File: config.mk
export PLATFORM = sky130hd
export DESIGN_NAME = kpu_useq_flat
export DESIGN_NICKNAME = d
export VERILOG_FILES = /design/src/rtl/kpu_useq_pkg.sv /design/src/rtl/kpu_useq_if.sv /design/src/rtl/kpu_useq_decode.sv /design/src/rtl/kpu_useq.sv /design/src/flat_wrapper.sv
export SDC_FILE = /design/constraint.sdc
export NUM_CORES = 1
export LEC_CHECK = 0
export ABC_AREA = 1
export BUFFER_PORTS_ARGS = -buffer_cell sky130_fd_sc_hd__buf_2
export CAP_MARGIN = 20
export CELL_PAD_IN_SITES_DETAIL_PLACEMENT = 1
export CELL_PAD_IN_SITES_GLOBAL_PLACEMENT = 1
export CORE_ASPECT_RATIO = 0.5
export CORE_MARGIN = 2
export CORE_UTILIZATION = 35
export CTS_CLUSTER_SIZE = 8
export DETAILED_ROUTE_END_ITERATION = 7
export GPL_TIMING_DRIVEN = 0
export PLACE_DENSITY = 0.87
export SKIP_LAST_GASP = 1
export SLEW_MARGIN = 20
export SYNTH_ARGS = -nofsm -noshare
export SYNTH_HDL_FRONTEND = slang
export SYNTH_SLANG_ARGS = --single-unit
File: constraint.sdc
create_clock -name clk -period 2.1 [get_ports clk]
set_input_delay 0.525 -clock clk [delete_from_list [all_inputs] [get_ports clk]]
set_output_delay 0.525 -clock clk [all_outputs]
set_load 0.01 [all_outputs]
File: src/rtl/kpu_useq_pkg.sv
// Shared encodings for the KPU microcode sequencer: microword fields, sequencing
// ops, branch conditions and FSM states.
package kpu_useq_pkg;

    typedef enum logic [1:0] {
        SEQ_NEXT   = 2'd0,
        SEQ_END    = 2'd1,
        SEQ_BRANCH = 2'd2,
        SEQ_WAIT   = 2'd3
    } seq_t;

    typedef enum logic [1:0] {
        COND_ALWAYS = 2'd0,
        COND_Z      = 2'd1,
        COND_C      = 2'd2,
        COND_N      = 2'd3
    } cond_t;

    typedef enum logic [1:0] {
        ST_IDLE  = 2'd0,
        ST_FETCH = 2'd1,
        ST_EXEC  = 2'd2,
        ST_HALT  = 2'd3
    } state_t;

    localparam int SEQ_LSB    = 0;
    localparam int COND_LSB   = 2;
    localparam int TARGET_LSB = 4;

    localparam int FLAG_Z = 0;
    localparam int FLAG_C = 1;
    localparam int FLAG_N = 2;

    // SRC sits directly above TARGET; CTRL takes everything above SRC.
    function automatic int src_lsb(input int step_bits);
        return TARGET_LSB + step_bits;
    endfunction

endpackage

File: src/rtl/kpu_useq_if.sv
// Opcode handshake, microcode SRAM port, MLU flags and bus-control outputs of
// the sequencer, bundled so the core and its environment share one definition.
interface kpu_useq_if #(
    parameter int OP_BITS     = 6,
    parameter int STEP_BITS   = 4,
    parameter int UWORD_WIDTH = 32,
    parameter int NUM_SRC     = 4,
    parameter int SRC_BITS    = $clog2(NUM_SRC + 1),
    parameter int CTRL_WIDTH  = UWORD_WIDTH - 4 - STEP_BITS - SRC_BITS
);
    logic [OP_BITS-1:0]           op;
    logic                         op_valid;
    logic                         op_ready;
    logic [OP_BITS+STEP_BITS-1:0] uc_addr;
    logic [UWORD_WIDTH-1:0]       uc_data;
    logic [2:0]                   flags;
    logic                         wait_done;
    logic [NUM_SRC-1:0]           bus_n_oe;
    logic [CTRL_WIDTH-1:0]        ctrl;
    logic                         busy;
    logic                         fault;

    modport slave (
        input  op, op_valid, uc_data, flags, wait_done,
        output op_ready, uc_addr, bus_n_oe, ctrl, busy, fault
    );

    modport master (
        output op, op_valid, uc_data, flags, wait_done,
        input  op_ready, uc_addr, bus_n_oe, ctrl, busy, fault
    );
endinterface

File: src/rtl/kpu_useq_decode.sv
// Combinational microword decode: bus enables, control passthrough, branch
// condition and source-select validity.
module kpu_useq_decode
    import kpu_useq_pkg::*;
#(
    parameter int STEP_BITS   = 4,
    parameter int UWORD_WIDTH = 32,
    parameter int NUM_SRC     = 4,
    parameter int SRC_BITS    = $clog2(NUM_SRC + 1),
    parameter int CTRL_WIDTH  = UWORD_WIDTH - 4 - STEP_BITS - SRC_BITS
) (
    input  logic [UWORD_WIDTH-1:0] uword,
    input  logic [2:0]             flags,
    input  state_t                 state,
    output logic [NUM_SRC-1:0]     bus_n_oe,
    output logic [CTRL_WIDTH-1:0]  ctrl,
    output seq_t                   seq,
    output logic [STEP_BITS-1:0]   target,
    output logic                   cond_true,
    output logic                   src_invalid
);
    localparam int SRC_LSB = src_lsb(STEP_BITS);

    logic [SRC_BITS-1:0] src;
    cond_t               cond;
    logic                in_exec;
    logic                drive;

    assign seq         = seq_t'(uword[SEQ_LSB +: 2]);
    assign cond        = cond_t'(uword[COND_LSB +: 2]);
    assign target      = uword[TARGET_LSB +: STEP_BITS];
    assign src         = uword[SRC_LSB +: SRC_BITS];
    assign src_invalid = (int'(src) > NUM_SRC);
    assign in_exec     = (state == ST_EXEC);
    assign drive       = in_exec && !src_invalid;

    // Each enable compares against a distinct code of one field, so no two can be low together.
    generate
        for (genvar gi = 0; gi < NUM_SRC; gi++) begin : g_oe
            assign bus_n_oe[gi] = ~(drive && (int'(src) == gi + 1));
        end
    endgenerate

    assign ctrl = in_exec ? uword[UWORD_WIDTH-1 -: CTRL_WIDTH] : '0;

    always_comb begin
        cond_true = 1'b0;
        case (cond)
            COND_ALWAYS: cond_true = 1'b1;
            COND_Z:      cond_true = flags[FLAG_Z];
            COND_C:      cond_true = flags[FLAG_C];
            COND_N:      cond_true = flags[FLAG_N];
            default:     cond_true = 1'b0;
        endcase
    end

endmodule

File: src/rtl/kpu_useq.sv
// KPU microcode sequencer: walks {opcode, step} through microcode SRAM and
// drives one-hot bus enables plus control lines from the registered microword.
module kpu_useq
    import kpu_useq_pkg::*;
#(
    parameter int OP_BITS     = 6,
    parameter int STEP_BITS   = 4,
    parameter int UWORD_WIDTH = 32,
    parameter int NUM_SRC     = 4,
    parameter int SRC_BITS    = $clog2(NUM_SRC + 1),
    parameter int CTRL_WIDTH  = UWORD_WIDTH - 4 - STEP_BITS - SRC_BITS
) (
    input logic       clk,
    input logic       rst_n,
    kpu_useq_if.slave bus
);
    state_t                 state_reg, state_next;
    logic [OP_BITS-1:0]     op_reg, op_next;
    logic [STEP_BITS-1:0]   step_reg, step_next;
    logic [UWORD_WIDTH-1:0] uword_reg, uword_next;
    logic                   fault_reg, fault_next;

    seq_t                   dec_seq;
    logic [STEP_BITS-1:0]   dec_target;
    logic                   dec_cond_true;
    logic                   dec_src_invalid;
    logic                   want_inc;

    kpu_useq_decode #(
        .STEP_BITS   (STEP_BITS),
        .UWORD_WIDTH (UWORD_WIDTH),
        .NUM_SRC     (NUM_SRC),
        .SRC_BITS    (SRC_BITS),
        .CTRL_WIDTH  (CTRL_WIDTH)
    ) u_decode (
        .uword       (uword_reg),
        .flags       (bus.flags),
        .state       (state_reg),
        .bus_n_oe    (bus.bus_n_oe),
        .ctrl        (bus.ctrl),
        .seq         (dec_seq),
        .target      (dec_target),
        .cond_true   (dec_cond_true),
        .src_invalid (dec_src_invalid)
    );

    always_ff @(posedge clk or negedge rst_n) begin
        if (!rst_n) begin
            state_reg <= ST_IDLE;
            op_reg    <= '0;
            step_reg  <= '0;
            uword_reg <= '0;
            fault_reg <= 1'b0;
        end else begin
            state_reg <= state_next;
            op_reg    <= op_next;
            step_reg  <= step_next;
            uword_reg <= uword_next;
            fault_reg <= fault_next;
        end
    end

    always_comb begin
        state_next = state_reg;
        op_next    = op_reg;
        step_next  = step_reg;
        uword_next = uword_reg;
        fault_next = fault_reg;
        want_inc   = 1'b0;
        case (state_reg)
            ST_IDLE: begin
                if (bus.op_valid) begin
                    op_next    = bus.op;
                    step_next  = '0;
                    state_next = ST_FETCH;
                end
            end
            ST_FETCH: begin
                uword_next = bus.uc_data;
                state_next = ST_EXEC;
            end
            ST_EXEC: begin
                if (dec_src_invalid) begin
                    fault_next = 1'b1;
                    state_next = ST_HALT;
                end else begin
                    case (dec_seq)
                        SEQ_NEXT:   want_inc = 1'b1;
                        SEQ_END:    state_next = ST_IDLE;
                        SEQ_BRANCH: begin
                            if (dec_cond_true) begin
                                step_next  = dec_target;
                                state_next = ST_FETCH;
                            end else begin
                                want_inc = 1'b1;
                            end
                        end
                        SEQ_WAIT:   want_inc = bus.wait_done;
                        default:    want_inc = 1'b0;
                    endcase
                end
                // Running off the last step of an opcode is a microcode bug, never a wrap.
                if (want_inc) begin
                    if (&step_reg) begin
                        fault_next = 1'b1;
                        state_next = ST_HALT;
                    end else begin
                        step_next  = step_reg + STEP_BITS'(1);
                        state_next = ST_FETCH;
                    end
                end
            end
            default: ;
        endcase
    end

    assign bus.op_ready = (state_reg == ST_IDLE);
    assign bus.busy     = (state_reg != ST_IDLE);
    assign bus.uc_addr  = {op_reg, step_reg};
    assign bus.fault    = fault_reg;

`ifdef FORMAL
    a_one_driver: assert property (@(posedge clk) $countones(~bus.bus_n_oe) <= 1);
`endif

endmodule
File: src/flat_wrapper.sv
// flat-port wrapper written by rule: the top's interface ports become plain ports
module kpu_useq_flat import kpu_useq_pkg::*;
#(
    parameter int OP_BITS     = 6,
    parameter int STEP_BITS   = 4,
    parameter int UWORD_WIDTH = 32,
    parameter int NUM_SRC     = 4,
    parameter int SRC_BITS    = $clog2(NUM_SRC + 1),
    parameter int CTRL_WIDTH  = UWORD_WIDTH - 4 - STEP_BITS - SRC_BITS
)
  (clk, rst_n, bus_op, bus_op_valid, bus_uc_data, bus_flags, bus_wait_done, bus_op_ready, bus_uc_addr, bus_bus_n_oe, bus_ctrl, bus_busy, bus_fault);
  kpu_useq_if #(.OP_BITS(OP_BITS), .STEP_BITS(STEP_BITS), .UWORD_WIDTH(UWORD_WIDTH), .NUM_SRC(NUM_SRC), .SRC_BITS(SRC_BITS), .CTRL_WIDTH(CTRL_WIDTH)) bus_i ();
  input logic clk;
  input logic rst_n;
  input wire logic [$bits(bus_i.op)-1:0] bus_op;
  input wire logic [$bits(bus_i.op_valid)-1:0] bus_op_valid;
  input wire logic [$bits(bus_i.uc_data)-1:0] bus_uc_data;
  input wire logic [$bits(bus_i.flags)-1:0] bus_flags;
  input wire logic [$bits(bus_i.wait_done)-1:0] bus_wait_done;
  output wire logic [$bits(bus_i.op_ready)-1:0] bus_op_ready;
  output wire logic [$bits(bus_i.uc_addr)-1:0] bus_uc_addr;
  output wire logic [$bits(bus_i.bus_n_oe)-1:0] bus_bus_n_oe;
  output wire logic [$bits(bus_i.ctrl)-1:0] bus_ctrl;
  output wire logic [$bits(bus_i.busy)-1:0] bus_busy;
  output wire logic [$bits(bus_i.fault)-1:0] bus_fault;
  assign bus_i.op = bus_op;
  assign bus_i.op_valid = bus_op_valid;
  assign bus_i.uc_data = bus_uc_data;
  assign bus_i.flags = bus_flags;
  assign bus_i.wait_done = bus_wait_done;
  assign bus_op_ready = bus_i.op_ready;
  assign bus_uc_addr = bus_i.uc_addr;
  assign bus_bus_n_oe = bus_i.bus_n_oe;
  assign bus_ctrl = bus_i.ctrl;
  assign bus_busy = bus_i.busy;
  assign bus_fault = bus_i.fault;
  kpu_useq #(.OP_BITS(OP_BITS), .STEP_BITS(STEP_BITS), .UWORD_WIDTH(UWORD_WIDTH), .NUM_SRC(NUM_SRC), .SRC_BITS(SRC_BITS), .CTRL_WIDTH(CTRL_WIDTH)) u_core (.clk(clk), .rst_n(rst_n), .bus(bus_i));
endmodule
==> qor.txt <==
Synth Instances: 295
Mapped Area: 2300 um^2
CTS buffer count: 5
via count of the first global-routing pass: 2,328
Leak: 1.75 nW
Max-slew headroom: 0.607
1st-pass router iterations: 4
Worst Clk Skew: 0.00408 ns
CTS Hold Bufs: 0
CP startpoint kind: register
CP arrival: 1.48 ns
Peak VDD IR: 0.270 mV
Crit Path Max Fanout: 5
CTS tree: done
Final Util: 0.484
final worst-path cycle share: 0.956
Synth Area per Inst: 7.79 um^2
area leader, netlist: dfrtp_1
Max Cap Viol: 0
share of cells above drive strength 1: 0.294
Core Region: 6210 um^2
Setup TNS Final: 0 ns
CP Class: reg2out
Synth top area share: 0.490
vias per std cell: 4.76
yosys warns: 0
FF-to-FF setup slack: 0.39 ns
total via count after detailed routing: 2,266
initial DRC count: 145
row count: 20
Post-synth EDFFs: 0
largest net degree at the start of global routing: 46
Post-DRT Antenna Nets: 0
PortBufs: 82
syn nets: 345
htree depth: 2
Antenna diodes: 0
Area Growth Syn to Fin: 30.7%
total global routing overflow: 0
Die H: 61.3 um
Detailed Route WL: 6920 um
Fmax achieved: 498 MHz
status: finished, final reports clean
Avg WL per Cell: 14.5 um
ys async rst share: 1.00
Slew Limit Fails: 0
Seq/Total Area, Yosys: 0.490
RD Place Congestion: 0.798
crit path time final: 2.01 ns
Pwr Density: 567 nW/um^2
CTS sink cnt: 45
Clock Tree Root: clkbuf_16
total track usage: 0.189
Initial Util: 0.370
clock latency on the worst-skew pair: 0.29 ns
Most used DFF post-synth: dfrtp_1
clk slew on worst S/H paths: 0.06 ns
NumNets Final: 437
synth top area cells: dfrtp_1 (49%), nand2_1 (22%), inv_1 (6.4%)
drt drc: 0
IO Count: 83
Synth cell types: 25
max FFs per register: 32
required time worst endpoint: 1.57 ns
Chip Width: 119 um
post-DP HPWL: 4980 um
Fin. Hold Viols: 0
worst slew pin tran: 0.589 ns
first-pass GRT wire length: 10,800 um
Yosys reg bits: 45
worst hold path class: in2async
initial antenna violation count: 0
RSZ-0062 raised after global routing: no
Final setup viols: 0
clock buffer depth: 2
Die ar.: 7270 um^2
most frequent cells in the layout: nand2_1 (137), buf_2 (82), dfrtp_1 (45)
CP Capture Type: primary output
commonest non-fill, non-tap cell in the layout: nand2_1
-- timing repair --
| action | CTS | global route |
|---|---|---|
| gates resized for setup | 5 | 4 |
| setup endpoints to repair | 20 | 20 |
| setup buffers | 1 | 2 |
-- worst paths after layout --
kind / depth (start not counted) / to / from
min in group clk: 3 / u_core.uword_reg[25] / bus_uc_data[25]
min: 1 / u_core.uword_reg[20] / rst_n
max: 6 / bus_bus_n_oe[3] / u_core.state_reg[0]
max reg2reg: 6 / u_core.uword_reg[12] / u_core.state_reg[0]
min reg2reg: 2 / u_core.uword_reg[19] / u_core.uword_reg[19]
max in group asynchronous: 1 / u_core.uword_reg[4] / rst_n
-- layer usage --
metal	GRT usage	vias up	wire length [um]
met5	0	-	0
met4	0.0527	0	109
met3	0.0389	11	238
met2	0.365	42	3680
met1	0.222	1123	2890
li1	-	1090	-
-- per-stage QoR --
stage	power (mW)	hold WS [ns]	instances	setup WS [ns]	instance area, um^2
detailed placement	0.952	0.459	465	0.00711	2820
global route	1.75	0.292	476	0.0179	3000
global placement	0.949	0.446	465	0.0530	2820
CTS	1.72	0.437	474	0.0380	2980
floorplan	0.891	0.229	295	0.334	2300
finish	1.70	0.236	476	0.0916	3000
-- cells in the mapped netlist (2+ instances only) --
master,number
dfrtp_1,45
a21oi_1,2
buf_1,2
o21ai_2,2
nand2_1,137
buf_2,2
nand3_1,12
clkbuf_1,5
nand3_2,3
o21ai_0,10
mux2_2,6
nand4_1,12
inv_1,39
nor2_4,2
ha_1,5
xor2_1,2
-- power by group --
part | total (mW) | switching [mW] | leakage, nW | internal [mW]
Clock | 0.766 | 0.329 | 0.0706 | 0.437
Sequential | 0.867 | 0 | 0.441 | 0.867
Combinational | 0.0689 | 0.0368 | 1.24 | 0.0321
-- area by class of cell --
type / count / area [um^2]
Clock inverter: 2 / 10.0
Timing Repair Buffer: 85 / 435
Buffer: 10 / 68.8
Fill cell: 817 / 3200
Inverter: 41 / 154
Clock buffer: 6 / 129
Multi-Input combinational cell: 199 / 971
Tap cell: 88 / 110
Sequential cell: 45 / 1130
-- logic make-up after synthesis --
group / count (synthesis) / share of synthesized area
simple gates: 170 / 0.318
buf+inv: 51 / 0.0876
flops: 45 / 0.490
compound gates: 16 / 0.0403
mux: 6 / 0.0294
fa+ha+maj: 5 / 0.0272
xor+xnor: 2 / 0.00762
-- worst max-delay path, cell delays in order, from the launching register on --
cell     delay (ns)
dfrtp_1        0.41
inv_2          0.08
ha_1           0.18
buf_6          0.13
buf_4          0.14
nand4_1        0.10
buf_2          0.15
Power figures use the tool's default switching activity.
